--- src/rtl/demux_pkg.sv ---
// Shared constants, state encoding and beat-slicing helper for the
// 32-to-8 serializer that undoes the 8-to-32 packer.
package demux_pkg;

  localparam int DEF_BYTE_W = 8;
  localparam int DEF_LANES  = 4;
  localparam int MAX_W      = 64;

  typedef enum logic [0:0] {
    IDLE = 1'b0,
    SEND = 1'b1
  } state_t;

  // Beat k counted from the MSB end; the caller keeps the low beat_w bits.
  function automatic logic [MAX_W-1:0] beat_of(input logic [MAX_W-1:0] word,
                                               input int k,
                                               input int lanes,
                                               input int beat_w);
    beat_of = word >> ((lanes - 1 - k) * beat_w);
  endfunction

endpackage

--- src/rtl/word_pend_buf.sv ---
// One-entry holding buffer for the word that arrives while another is
// still being serialized.
module word_pend_buf #(
  parameter int W = 32
) (
  input  logic         clk_4f,
  input  logic         reset,
  input  logic         load,
  input  logic         clear,
  input  logic [W-1:0] din,
  output logic [W-1:0] dout,
  output logic         full
);

  // Capture on load; clear takes priority so a drained entry frees up.
  always_ff @(posedge clk_4f) begin
    if (reset) begin
      full <= 1'b0;
      dout <= '0;
    end else if (clear) begin
      full <= 1'b0;
    end else if (load) begin
      full <= 1'b1;
      dout <= din;
    end else begin
      full <= full;
    end
  end

endmodule

--- src/rtl/demux_32_8.sv ---
// Serializes one BYTE_W*LANES word per handshake into LANES beats, MSB
// beat first, with a pending slot so consecutive words stream gaplessly.
module demux_32_8
  import demux_pkg::*;
#(
  parameter int BYTE_W = DEF_BYTE_W,
  parameter int LANES  = DEF_LANES
) (
  input  logic                    clk_4f,
  input  logic                    reset,
  input  logic [BYTE_W*LANES-1:0] data_in,
  input  logic                    valid_in,
  output logic                    ready_out,
  output logic [BYTE_W-1:0]       data_out,
  output logic                    valid_out,
  output logic                    busy
);

  localparam int WORD_W = BYTE_W * LANES;
  localparam int CNT_W  = $clog2(LANES);
  localparam logic [CNT_W-1:0] LAST_CNT = CNT_W'(LANES - 1);

  state_t              state_r, state_nxt_s;
  logic [WORD_W-1:0]   w_r, w_nxt_s;
  logic [CNT_W-1:0]    cnt_r, cnt_nxt_s;
  logic [BYTE_W-1:0]   dout_nxt_s;
  logic                vout_nxt_s;
  logic                accept_s, last_s;
  logic                pend_load_s, pend_clr_s, pend_full_s;
  logic [WORD_W-1:0]   pend_word_s;
  logic [MAX_W-1:0]    beat_cur_s, beat_in_s, beat_pend_s;

  word_pend_buf #(.W(WORD_W)) u_pend (
    .clk_4f (clk_4f),
    .reset  (reset),
    .load   (pend_load_s),
    .clear  (pend_clr_s),
    .din    (data_in),
    .dout   (pend_word_s),
    .full   (pend_full_s)
  );

  assign ready_out = !pend_full_s && !reset;
  assign accept_s  = valid_in && ready_out;
  assign busy      = (state_r == SEND) || pend_full_s;
  assign last_s    = (cnt_r == LAST_CNT);

  assign beat_cur_s  = beat_of(MAX_W'(w_r), int'(cnt_r) + 1, LANES, BYTE_W);
  assign beat_in_s   = beat_of(MAX_W'(data_in), 0, LANES, BYTE_W);
  assign beat_pend_s = beat_of(MAX_W'(pend_word_s), 0, LANES, BYTE_W);

  // State register.
  always_ff @(posedge clk_4f) begin
    if (reset) state_r <= IDLE;
    else       state_r <= state_nxt_s;
  end

  // Next-state: leave SEND only after the last beat with nothing queued.
  always_comb begin
    state_nxt_s = state_r;
    case (state_r)
      IDLE: begin
        if (accept_s) state_nxt_s = SEND;
        else          state_nxt_s = IDLE;
      end
      SEND: begin
        if (last_s && !pend_full_s && !accept_s) state_nxt_s = IDLE;
        else                                     state_nxt_s = SEND;
      end
      default: state_nxt_s = IDLE;
    endcase
  end

  // Datapath next values and pending-buffer control.
  always_comb begin
    w_nxt_s     = w_r;
    cnt_nxt_s   = cnt_r;
    dout_nxt_s  = data_out;
    vout_nxt_s  = valid_out;
    pend_load_s = 1'b0;
    pend_clr_s  = 1'b0;
    case (state_r)
      IDLE: begin
        cnt_nxt_s = '0;
        if (accept_s) begin
          w_nxt_s    = data_in;
          dout_nxt_s = beat_in_s[BYTE_W-1:0];
          vout_nxt_s = 1'b1;
        end else begin
          dout_nxt_s = '0;
          vout_nxt_s = 1'b0;
        end
      end
      SEND: begin
        if (!last_s) begin
          cnt_nxt_s   = cnt_r + CNT_W'(1);
          dout_nxt_s  = beat_cur_s[BYTE_W-1:0];
          pend_load_s = accept_s;
        end else if (pend_full_s) begin
          w_nxt_s    = pend_word_s;
          dout_nxt_s = beat_pend_s[BYTE_W-1:0];
          cnt_nxt_s  = '0;
          pend_clr_s = 1'b1;
        end else if (accept_s) begin
          w_nxt_s    = data_in;
          dout_nxt_s = beat_in_s[BYTE_W-1:0];
          cnt_nxt_s  = '0;
        end else begin
          dout_nxt_s = '0;
          vout_nxt_s = 1'b0;
          cnt_nxt_s  = '0;
        end
      end
      default: begin
        dout_nxt_s = '0;
        vout_nxt_s = 1'b0;
        cnt_nxt_s  = '0;
      end
    endcase
  end

  // Datapath and output registers.
  always_ff @(posedge clk_4f) begin
    if (reset) begin
      w_r       <= '0;
      cnt_r     <= '0;
      data_out  <= '0;
      valid_out <= 1'b0;
    end else begin
      w_r       <= w_nxt_s;
      cnt_r     <= cnt_nxt_s;
      data_out  <= dout_nxt_s;
      valid_out <= vout_nxt_s;
    end
  end

endmodule

--- config.mk ---
export PLATFORM = sky130hd
export DESIGN_NAME = demux_32_8
export DESIGN_NICKNAME = d
export VERILOG_FILES = /design/src/rtl/demux_pkg.sv /design/src/rtl/word_pend_buf.sv /design/src/rtl/demux_32_8.sv
export SDC_FILE = /design/constraint.sdc
export NUM_CORES = 1
export LEC_CHECK = 0
export CAP_MARGIN = 10
export CORE_MARGIN = 2
export CORE_UTILIZATION = 40
export DETAILED_ROUTE_END_ITERATION = 10
export SYNTH_ARGS = -nofsm -noshare
export SYNTH_HDL_FRONTEND = slang
export SYNTH_SLANG_ARGS = --single-unit
--- constraint.sdc ---
create_clock -name clk_4f -period 1.9 [get_ports clk_4f]
set_clock_uncertainty 0.2 [all_clocks]
set_input_delay 0.38 -clock clk_4f [delete_from_list [all_inputs] [get_ports clk_4f]]
set_output_delay 0.38 -clock clk_4f [all_outputs]
set_load 0.02 [all_outputs]
; ---- Yosys cells after proc, flatten, opt, wreduce, memory -nomap -nowiden
; Index checks and enable logic that the tools add are counted.
[op_classes]
n_addsub = 3
eq_ne = 4
shifts = 1
mux = 22
n_bitwise = 2
reduce_logical = 11
[ops]
columns = op, n
row1 = $mux W32, 3
row2 = $pmux W32 S2, 1
row3 = $shr A32 B32 Y8, 1
row4 = $mux W8, 3
row5 = $pmux W8 S2, 1
row6 = $mux W1, 10
row7 = $logic_and A1 B1 Y1, 4
row8 = $ne A2 B2 Y1 const B, 2
row9 = $pmux W1 S2, 2
row10 = $pmux W2 S2, 1
row11 = $sub A2 B3 Y4 const A, 1
row12 = $add A2 B1 Y3 const B, 1
row13 = $logic_not A1 Y1, 3
row14 = $reduce_and A3 Y1, 1
row15 = $add A2 B1 Y2 const B, 1
row16 = $eq A2 B2 Y1 const B, 1
row17 = $mux W2, 1
row18 = $ne A2 B1 Y1 const B, 1
row19 = $not A1 Y1, 2
row20 = $reduce_and A2 Y1, 1
row21 = $reduce_or A2 Y1, 1
row22 = $logic_or A1 B1 Y1, 1
[word_totals]
reg_bits = 77
wordCells = 50

; ---- Longest topological paths before layout
[depth]
depth_word = 7
ltp_mapped = 7
mapped_depth_nobuf = 4

; ---- By module
; A second synthesis with hierarchy kept.
[unflattened]
cells_unflattened = 499
hier_area_um2 = 4555.6
[by_module_without_submodules]
columns = module, n_inst, cells_per_inst, area_each_um2
row1 = demux_32_8, 1, 351, 3064.2
row2 = word_pend_buf, 1, 148, 1491.4

; ---- Least setup slack after synthesis
; OpenSTA, ideal clock, no wires.
[synth_timing]
kind = input to output
startpoint = input reset
endpoint = output ready_out
arrival_time_ns = 1.269
t_required_ns = 1.320
path_slack_ns = 0.051
path_stages = 5
n_path_buf = 4
cell_sequence = buf_6 -> buf_2 -> buf_2 -> buf_2 -> nor2_1
[synth_via]
elab_chain_len = 2
[synth_lines]
columns = element, line_no
row1 = "start, declared", demux_32_8.sv:10  ; input logic reset,
row2 = $logic_not A1 Y1, demux_32_8.sv:43  ; assign ready_out = !pend_full_s && !reset;
row3 = $logic_and A1 B1 Y1, demux_32_8.sv:43
row4 = "end, declared", demux_32_8.sv:13  ; output logic ready_out,
; Every way passes these cells.

; ---- Final worst setup path
[layout_timing]
startpoint = register valid_out
endpoint = output valid_out
[layout_lines]
columns = element, line_no
row1 = "start, declared", demux_32_8.sv:15  ; output logic valid_out,
row2 = "start signal, assigned", demux_32_8.sv:133  ; valid_out <= vout_nxt_s;
; No word-level cell between the ends.

==> impl_results.md <==
* Final ANT Viol Nets at 0
* CTS tree: yes
* Top cell type's share of synthesized area at between 30% and 40%
* Max cap viols at 0
* Largest net degree at the start of global routing at 50
* Critical-path cell list: clkdlybuf4s50_1
* Clk Latency, worst-skew pair at between 300 and 400 ps
* DP HPWL at 8.11 mm
* Longest Clk Path Bufs at 2
* Post-route insts no fill at 702
* Seq/Total Area, Yosys at between 30% and 40%
* Die area at 11900 sq um
* Synth cell types at 33
* Placed instance count at a little under 700
* Crit Path Max Fanout at 2
* WP data arrival at ~1300 ps
* Critical-path top delay cell: clkdlybuf4s50_1
* Setup crit end kind: output pin
* Critical path's top delay family: buffers and inverters
* Core Region at roughly 11000 sq um
* Internal Power at roughly 0.0030 W
* IO Port Bufs at 45
* Share of cells above drive strength 1 at 12.6%
* Die Span Y at 109 microns
* H-tree levels at 3
* Vias at around 4.3k
* RSZ-0062 raised after global routing: false
* Status: finished, final reports clean
* Data required, critical path at 1320 ps
* All-Layer GR Usage at approximately 23%
* Yosys top cell by area: dfxtp_1
* Worst-path clk slew at ~80 ps
* Worst setup path class: reg -> out
* # rows at 38
* Switching Fraction at between 20% and 30%
* Final setup fails at 0
* Vias in the first global route at 4043
* Vias per std cell at a little over 6
* DRT iter0 DRCs at 327
* CTS buffer count at 9
* Worst slew pin tran at approximately 430 ps
* Clock tree sinks at slightly below 80
* Post-synthesis area per instance at ~8 sq um
* Drt wl/cell at ~18 microns
* Syn Inst Count at ~540
* Yosys warnings at 0
* Final-stage net count at around 590
* Fin Setup TNS at 0 ps
* Bufs and invs on worst path at 1
* Type of origin of the critical path: flip-flop
* Final slew viol count at 0
* Hold Buf Count CTS at 0
* Period Utilization, post-route at around 98%
* Pwr Density at between 700 and 800 nW/um^2
* Starting density of the core at 40.8%
* GRT overflow at 0
* Final Hold Viols at 0
* Combinational share of power at 19.5%
* Initial antenna violation count at 0
* GPL Wtd Cong at 0.819
* Leakage power at 1.72 nW
* Worst hold path type: reg -> reg
* Drt total wl at ~13 mm
* Filler instances at 1018
* Clk pwr share at between 30% and 40%
* Post-synthesis net count at 574
* VDD IR max at roughly 0.00037 V
* Mapped cell area at around 4400 sq um
* Top cells by area, synth: dfxtp_1 (35%), nand3_1 (7.3%), o2111ai_1 (6.4%), nand2_1 (6.1%), nor4bb_1 (5.5%)
* Setup Fix Bufs, Post-CTS at 0
* Most common cell after layout, fill and taps aside: dfxtp_1
* Io pins at 46
* Commonest cells after routing, fill and taps aside: dfxtp_1 (76), nand2_1 (72), nand3_1 (64)
* P&R area growth vs syn at 20.7%
* Critical Path Max Stage Delay at around 600 ps
* CTS Root Cell: clkbuf_8
* DIE WIDTH at 109 microns
* Flop pwr share at between 40% and 50%
* Fmax at 0.538 GHz
* Max-slew headroom at a little under three quarters
* Wire length of the first global-routing pass at 21.0 mm
* Antenna cells at 0
* Post-cts sizing count at 4
* Number of synthesized register bits at 77
* P_sw at between 0.001 and 0.0015 W
* # DRC at 0
* DR pass1 iterations at 6
* Minimum clock period at approximately 1900 ps
==> worst min-delay path, stage by stage (launching register included) <==
cell and delay, ps:
dfxtp_1 320, o21ai_2 50, a21oi_1 50
==> final timing paths <==
kind         depth (start not counted)  slack, ps                      endpoint                         start
min reg2reg                          2        260  u_pend.dout[16]$_SDFFE_PP0P_  u_pend.dout[16]$_SDFFE_PP0P_
min                                  2        260  u_pend.dout[16]$_SDFFE_PP0P_  u_pend.dout[16]$_SDFFE_PP0P_
max                                  1         40                     valid_out        valid_out$_SDFFE_PP0P_
max reg2reg                          5        150          w_r[30]$_SDFFE_PP0P_           cnt_r[0]$_SDFF_PP0_
==> sequential cells by signal, summed over array words and instances (netlist names) <==
register / flops
u_pend.full: 1
w_r: 32
u_pend.dout: 32
valid_out: 1
data_out: 8
state_r: 1
cnt_r: 2
==> Yosys cell counts, drive strengths merged <==
library cell / count
nand3: 64
nand2: 72
or2: 2
o22ai: 8
dfxtp: 77
o2111ai: 32
buf: 46
inv: 1
nor4bb: 24
ha: 2
nor2: 2
or3b: 1
and4bb: 8
o21ai: 32
nand3b: 32
a21boi: 1
a21oi: 41
o211ai: 32
clkbuf: 22
and2: 2
o221a: 1
nor2b: 3
nor3b: 2
mux2i: 16
a211oi: 1
nor3: 2
o22a: 7
nand2b: 4
==> final cells by class <==
| class | instances | area [sq um] | area share [%] |
|---|---|---|---|
| Sequential cell | 77 | 1550 | 29.1 |
| Clock buffer | 12 | 145 | 2.73 |
| Inverter | 1 | 3.75 | 0.0706 |
| Clock inverter | 4 | 95.1 | 1.79 |
| Timing Repair Buffer | 77 | 802 | 15.1 |
| Tap cell | 140 | 175 | 3.30 |
| Multi-Input combinational cell | 391 | 2550 | 48.0 |
==> power groups by stage <==
stage,logic (W),clock network [W],registers [W]
final,0.000794,0.00152,0.00177
after global routing,0.000861,0.00161,0.00178
after CTS,0.000791,0.00154,0.00177
after detailed placement,0.000789,0,0.00180
after global placement,0.000778,0,0.00180
after floorplan,0.000477,0,0.00180
==> routing by layer <==
metal  GRT usage, %  routed length [microns]  up-vias
met5              0                        0        -
met4           8.42                      248        0
met3           3.53                      600       17
met2           34.2                     5880      124
met1           32.1                     6050     2061
li1               -                        -     2053
==> cell families (layout without fill, tap and decap cells) <==
logic type	count (synthesis)	in the layout	synth area share, %
fa+ha+maj	2	2	0.568
flops	77	77	35.0
simple gates	218	218	29.3
mux	16	16	3.64
buf+inv	69	94	7.90
compound gates	155	155	23.6
==> metrics by stage <==
stage | utilization (%) | instance area, sq um | power [W] | setup slack (ps) | hold slack (ps)
after floorplan | - | 4400 | 0.00228 | 51.5 | 238
after global placement | 46.9 | 5060 | 0.00258 | -315 | 245
after detailed placement | 46.9 | 5060 | 0.00259 | -333 | 248
after CTS | 49.1 | 5300 | 0.00410 | 15.3 | 246
after global routing | 49.2 | 5320 | 0.00424 | 3.92 | 272
final | 49.2 | 5320 | 0.00408 | 41.0 | 257
(Power assumes the default switching activity.)
